<file path="src/rtl/init_reset_sequencer_pkg.sv">
// Shared definitions for the INIT reset sequencer: state encoding and output decode.
// Monitoring and debug logic import the same package so they all agree on the state numbering.
package init_reset_sequencer_pkg;

    typedef enum logic [2:0] {
        ST_IDLE       = 3'd0,
        ST_WAIT_INIT  = 3'd1,
        ST_WAIT_CALIB = 3'd2,
        ST_WAIT_LOCK  = 3'd3,
        ST_STRETCH    = 3'd4,
        ST_RUN        = 3'd5,
        ST_FAULT      = 3'd6
    } state_t;

    typedef struct packed {
        logic fabric_reset_n;
        logic init_ok;
        logic timeout;
    } outs_t;

    function automatic outs_t decode_outputs(input state_t s);
        outs_t o;
        o.fabric_reset_n = (s == ST_RUN);
        o.init_ok        = (s == ST_RUN);
        o.timeout        = (s == ST_FAULT);
        return o;
    endfunction

endpackage

</file>
<file path="src/rtl/init_reset_sequencer_sync_chain.sv">
// N-bit, STAGES-deep synchroniser for asynchronous status inputs.
// A synchronous clear flushes every stage so that a reset discards any half-captured history.
module init_sync_chain #(
    parameter int WIDTH  = 4,
    parameter int STAGES = 2
) (
    input  logic             clk,
    input  logic             clear,
    input  logic [WIDTH-1:0] d,
    output logic [WIDTH-1:0] q
);

    logic [WIDTH-1:0] stage [STAGES];

    always_ff @(posedge clk) begin
        if (clear) begin
            stage <= '{default: '0};
        end else begin
            stage[0] <= d;
            for (int i = 1; i < STAGES; i++) begin
                stage[i] <= stage[i-1];
            end
        end
    end

    assign q = stage[STAGES-1];

endmodule

</file>
<file path="src/rtl/init_reset_sequencer.sv">
// Sequences the synchronised INIT monitor status into one stretched fabric reset release,
// with a sticky fault when device init, calibration or lock stalls for too long.
//
// state      | meaning
// IDLE       | waiting for power-on reset to deassert
// WAIT_INIT  | waiting for device init done (wait timer running)
// WAIT_CALIB | waiting for HSIO bank 1 calibration (wait timer running)
// WAIT_LOCK  | waiting for PLL lock (wait timer running)
// STRETCH    | calib and lock must stay high before release
// RUN        | fabric reset released, INIT_OK high
// FAULT      | a wait state timed out; sticky until RESET or POR low
module init_reset_sequencer
    import init_reset_sequencer_pkg::*;
#(
    parameter int SYNC_STAGES    = 2,
    parameter int STRETCH_CYCLES = 16,
    parameter int TIMEOUT_CYCLES = 65535,
    parameter int CNT_W          = 16
) (
    input  logic       CLK,
    input  logic       RESET,
    input  logic       FABRIC_POR_N,
    input  logic       DEVICE_INIT_DONE,
    input  logic       BANK_1_CALIB_STATUS,
    input  logic       PLL_LOCK,
    output logic       FABRIC_RESET_N,
    output logic       INIT_OK,
    output logic       TIMEOUT,
    output logic [2:0] STATE
);

    localparam logic [CNT_W-1:0] TIMER_LAST = CNT_W'(TIMEOUT_CYCLES - 1);
    // The WAIT_LOCK cycle that saw lock_s high is the first held cycle, so STRETCH covers the rest.
    localparam logic [CNT_W-1:0] STRETCH_LAST =
        CNT_W'((STRETCH_CYCLES > 1) ? (STRETCH_CYCLES - 2) : 0);
    localparam logic [CNT_W-1:0] CNT_ONE = CNT_W'(1);

    logic [3:0] sync_q;
    logic       por_s, init_s, cal_s, lock_s;

    init_sync_chain #(
        .WIDTH  (4),
        .STAGES (SYNC_STAGES)
    ) u_sync (
        .clk   (CLK),
        .clear (RESET),
        .d     ({PLL_LOCK, BANK_1_CALIB_STATUS, DEVICE_INIT_DONE, FABRIC_POR_N}),
        .q     (sync_q)
    );

    assign {lock_s, cal_s, init_s, por_s} = sync_q;

    state_t           state, state_next;
    logic [CNT_W-1:0] timer, timer_next;
    logic [CNT_W-1:0] stretch_cnt, stretch_next;
    outs_t            outs, outs_next;
    logic             timer_expired;
    logic             held;

    assign timer_expired = (timer >= TIMER_LAST);
    assign held          = cal_s && lock_s;

    always_ff @(posedge CLK) begin
        if (RESET) begin
            state       <= ST_IDLE;
            timer       <= '0;
            stretch_cnt <= '0;
            outs        <= '0;
        end else begin
            state       <= state_next;
            timer       <= timer_next;
            stretch_cnt <= stretch_next;
            outs        <= outs_next;
        end
    end

    always_comb begin
        state_next   = state;
        timer_next   = timer;
        stretch_next = stretch_cnt;
        if (!por_s) begin
            state_next = ST_IDLE;
        end else begin
            unique case (state)
                ST_IDLE: begin
                    state_next = ST_WAIT_INIT;
                    timer_next = '0;
                end
                ST_WAIT_INIT, ST_WAIT_CALIB, ST_WAIT_LOCK: begin
                    // Saturate so a late wait state still sees an expired timer.
                    if (timer != '1) timer_next = timer + CNT_ONE;
                    if (state == ST_WAIT_INIT && init_s) begin
                        state_next = ST_WAIT_CALIB;
                    end else if (state == ST_WAIT_CALIB && cal_s) begin
                        state_next = ST_WAIT_LOCK;
                    end else if (state == ST_WAIT_LOCK && lock_s) begin
                        state_next   = ST_STRETCH;
                        stretch_next = '0;
                    end else if (timer_expired) begin
                        state_next = ST_FAULT;
                    end
                end
                ST_STRETCH: begin
                    if (!held) begin
                        state_next = ST_IDLE;
                    end else if (stretch_cnt == STRETCH_LAST) begin
                        state_next = ST_RUN;
                    end else begin
                        stretch_next = stretch_cnt + CNT_ONE;
                    end
                end
                ST_RUN: begin
                    if (!held) state_next = ST_IDLE;
                end
                ST_FAULT: begin
                    state_next = ST_FAULT;
                end
                default: begin
                    state_next = ST_IDLE;
                end
            endcase
        end
    end

    always_comb begin
        outs_next = decode_outputs(state_next);
    end

    assign STATE          = state;
    assign FABRIC_RESET_N = outs.fabric_reset_n;
    assign INIT_OK        = outs.init_ok;
    assign TIMEOUT        = outs.timeout;

endmodule

</file>
<file path="config.mk">
export PLATFORM = sky130hd
export DESIGN_NAME = init_reset_sequencer
export DESIGN_NICKNAME = d
export VERILOG_FILES = /design/src/rtl/init_reset_sequencer_pkg.sv /design/src/rtl/init_reset_sequencer_sync_chain.sv /design/src/rtl/init_reset_sequencer.sv
export SDC_FILE = /design/constraint.sdc
export NUM_CORES = 1
export LEC_CHECK = 0
export CELL_PAD_IN_SITES_DETAIL_PLACEMENT = 1
export CELL_PAD_IN_SITES_GLOBAL_PLACEMENT = 2
export CORE_UTILIZATION = 35
export DETAILED_ROUTE_END_ITERATION = 16
export DONT_BUFFER_PORTS = 1
export PLACE_DENSITY = 0.72
export SETUP_SLACK_MARGIN = 0.2
export SYNTH_ARGS = -nofsm -noshare
export SYNTH_HDL_FRONTEND = slang
export SYNTH_SLANG_ARGS = --single-unit
</file>
<file path="constraint.sdc">
create_clock -name CLK -period 2.14 [get_ports CLK]
set_clock_uncertainty 0.2 [all_clocks]
set_input_delay 0.214 -clock CLK [delete_from_list [all_inputs] [get_ports CLK]]
set_output_delay 0.214 -clock CLK [all_outputs]
set_load 0.05 [all_outputs]
</file>
==> results.toml <==
[sta]
worst_slack_ns = 0.105
finalSetupViolations = 0
rsz0062_at_grt = "yes"
setup_tns_ns = 0
min_period_ns = 2.04
max_slew_margin = 0.644
timing.final.crit_share = 0.951
fmax_ghz = 0.491
slew_violations = 0
tightest_slew_ns = 0.530
hold_viol = 0

[grt]
grt_pass1_wl_um = 11400
grt_overflow_total = 0
grt_max_degree = 15
grt_pass1_vias = 2328
antenna_found_initial = 0
grt_usage = 0.205

[power]
p_sw_uw = 337
peakVddDrop_mv = 0.252
swShare = 0.236
intPower_mw = 1.09
power_density_nw_per_um2 = 445
pwr-share-seq = 0.593
power.leakage_nw = 1.17
p_comb_frac = 0.041
clockPowerShare = 0.366
power.total_mw = 1.43

[critical_path]
r2r-start = "stretch_cnt[0]"
crit_fanout = 5
arrival_ns = 2.06
slowest_delay_ns = 0.41
slowest_stage = "or4_4"
crit_chain = "inv_4, ha_4, nor3b_4, nand4_1, o2111ai_2, buf_6, or4_4, a21oi_2"
startpoint_type = "register"
setup.worst_path.end_class = "register"
cp_num_buf_inv = 2
path_class = "register to register"
critPathLaunch = "stretch_cnt[0]"
cp_data_required_time_ns = 2.17
cp_top_family = "simple AND/OR/NAND/NOR gates"

[clock_network]
clk_path_buf_depth = 2
h-tree-depth = 2
cts_num_sinks = 45
clkLatencyLatePin_ns = 0.30
clkTransAtPathRegs_ns = 0.09
cts-root-buf = "clkbuf_8"
cts_tree = "yes"
cts_buffers = 5

[floorplanning]
die-area_um2 = 6920
start_util = 0.364
core_um2 = 6350
die_x_um = 83.2
io_pins = 12
core.rowCount = 29
dieHeight_um = 83.2

[logic_synthesis]
synth_edf_count = 0
yosys.area.top_type = "dfxtp_1"
synth_cells = 274
synth-main-ff-cell = "dfxtp_1"
synthTopCellsByArea = "dfxtp_1 (39%), xnor2_1 (5.7%), nor2_1 (4.4%)"
synth_cell_types = 51
syn_nets = 284
async_flop_share = 0
yosysWarnings = 0
synth_seq_cells = 45
synth_top_area_share = 0.390
ys_seq_area_frac = 0.390
synth_area_per_cell_um2 = 8.43
netlist_area_um2 = 2310

[detailed_routing]
drc_errors = 0
via_per_inst = 5.57
wl_per_cell_um = 17.9
drt_wl_total_um = 7160
ant_nets = 0
num_vias = 2235
firstDrtPassIters = 4
drtIter0Drc = 63

[placement]
hpwl_um = 4450
post_dp_cell_area_um2 = 2590
globalplace.congestion = 0.787
port_buffers = 0
place_ws_ns = 0.0159

[cells_and_area]
fill_cells = 728
final_common_cell = "buf_4"
syn_to_final_growth_pct = 39.0
antenna_cells = 0
nNetsFinal = 333
seq_area_um2 = 937
layout_common_cells = "buf_4 (47), nor2_1 (26), dfxtp_1 (24), nand2_1 (19), dfxtp_2 (17)"
multi_input_area_um2 = 1610
fin_area_um2 = 3210
drive_gt1_frac = 0.370

[min_path]
worstHoldStart = "RESET"
hp-class = "input port to register"

[job]
drv_cap = 0

[status]
status = "completed"
[final timing paths]
kind                     end  slack, ns  depth (start not counted)
min reg2reg      u_sync.q[2]       0.24                          1
max reg2reg  stretch_cnt[13]       0.10                          8
max          stretch_cnt[13]       0.10                          8
min           stretch_cnt[5]       0.04                          3
[registers in the layout, summed over array words and instances, names as in the netlist]
register      flops
stretch_cnt      16
timer            16
STATE             3
INIT_OK           1
u_sync.q          4
TIMEOUT           1
u_sync.stage      4
[what timing repair did]
action                                  in CTS  in global routing
pin swaps                                   14                 12
buffers inserted                            15                  2
gates cloned                                 1                  1
endpoints found under the hold margin       14                  0
endpoints found under the setup margin      29                 29
gates resized for setup                     38                 40
hold buffers                                 5                  0
[synth_stat cells (3+ instances only)]
| master | instances |
|---|---|
| o211ai_1 | 3 |
| nand2b_1 | 7 |
| nor2_1 | 27 |
| ha_1 | 4 |
| o21ai_0 | 6 |
| xnor2_1 | 15 |
| dfxtp_1 | 45 |
| nand2_1 | 19 |
| o31ai_1 | 4 |
| clkbuf_1 | 6 |
| nor3_1 | 4 |
| nand4_1 | 14 |
| and4_1 | 3 |
| buf_2 | 4 |
| or4_1 | 4 |
| nor2b_1 | 14 |
| and3_1 | 3 |
| nor4_1 | 7 |
| a211oi_1 | 6 |
| inv_1 | 10 |
| a21oi_1 | 15 |
| or3_1 | 4 |
| nand3_1 | 11 |
| a21o_1 | 3 |
[per-stage QoR]
stage           util  hold slack [ns]  cells
6_report       0.505           0.0449    401
5_1_grt        0.505           0.0412    401
4_1_cts        0.476           0.0290    398
3_5_place_dp   0.409           0.0922    369
3_3_place_gp   0.409           0.0880    369
2_1_floorplan      -           0.0856    274
[layout make-up]
class | count | area share
clock inverter | 2 | 0.00312
clock buffer | 6 | 0.0226
sequential | 45 | 0.292
tap | 77 | 0.0300
multi-input combinational | 206 | 0.502
inverter | 10 | 0.0125
timing repair buffer | 55 | 0.138
[power by group through the flow]
stage / logic [mW] / clock network, mW / registers, mW
6_report: 0.0585 / 0.523 / 0.848
5_1_grt: 0.0655 / 0.581 / 0.849
4_1_cts: 0.0564 / 0.539 / 0.849
3_5_place_dp: 0.0448 / 0 / 0.870
3_3_place_gp: 0.0441 / 0 / 0.869
2_1_floorplan: 0.0300 / 0 / 0.869
[kinds of logic after synthesis]
family | Yosys count | share of synthesized area
compound gates | 55 | 0.162
xor+xnor | 16 | 0.0607
fa+ha+maj | 4 | 0.0217
buf+inv | 23 | 0.0412
flops | 45 | 0.390
mux | 2 | 0.00867
simple gates | 129 | 0.315
[per-layer routing]
| metal | routed length, um | global-route usage |
|---|---|---|
| met4 | 120 | 0.0580 |
| met5 | 0 | 0 |
| met3 | 153 | 0.0298 |
| met2 | 3630 | 0.361 |
| met1 | 3250 | 0.258 |
[tightest hold or removal path, stage by stage]
cell and delay, ns:
a21oi_1 0.02, buf_4 0.17, o21a_1 0.11
Note: power is estimated with default switching activity, not from simulation.
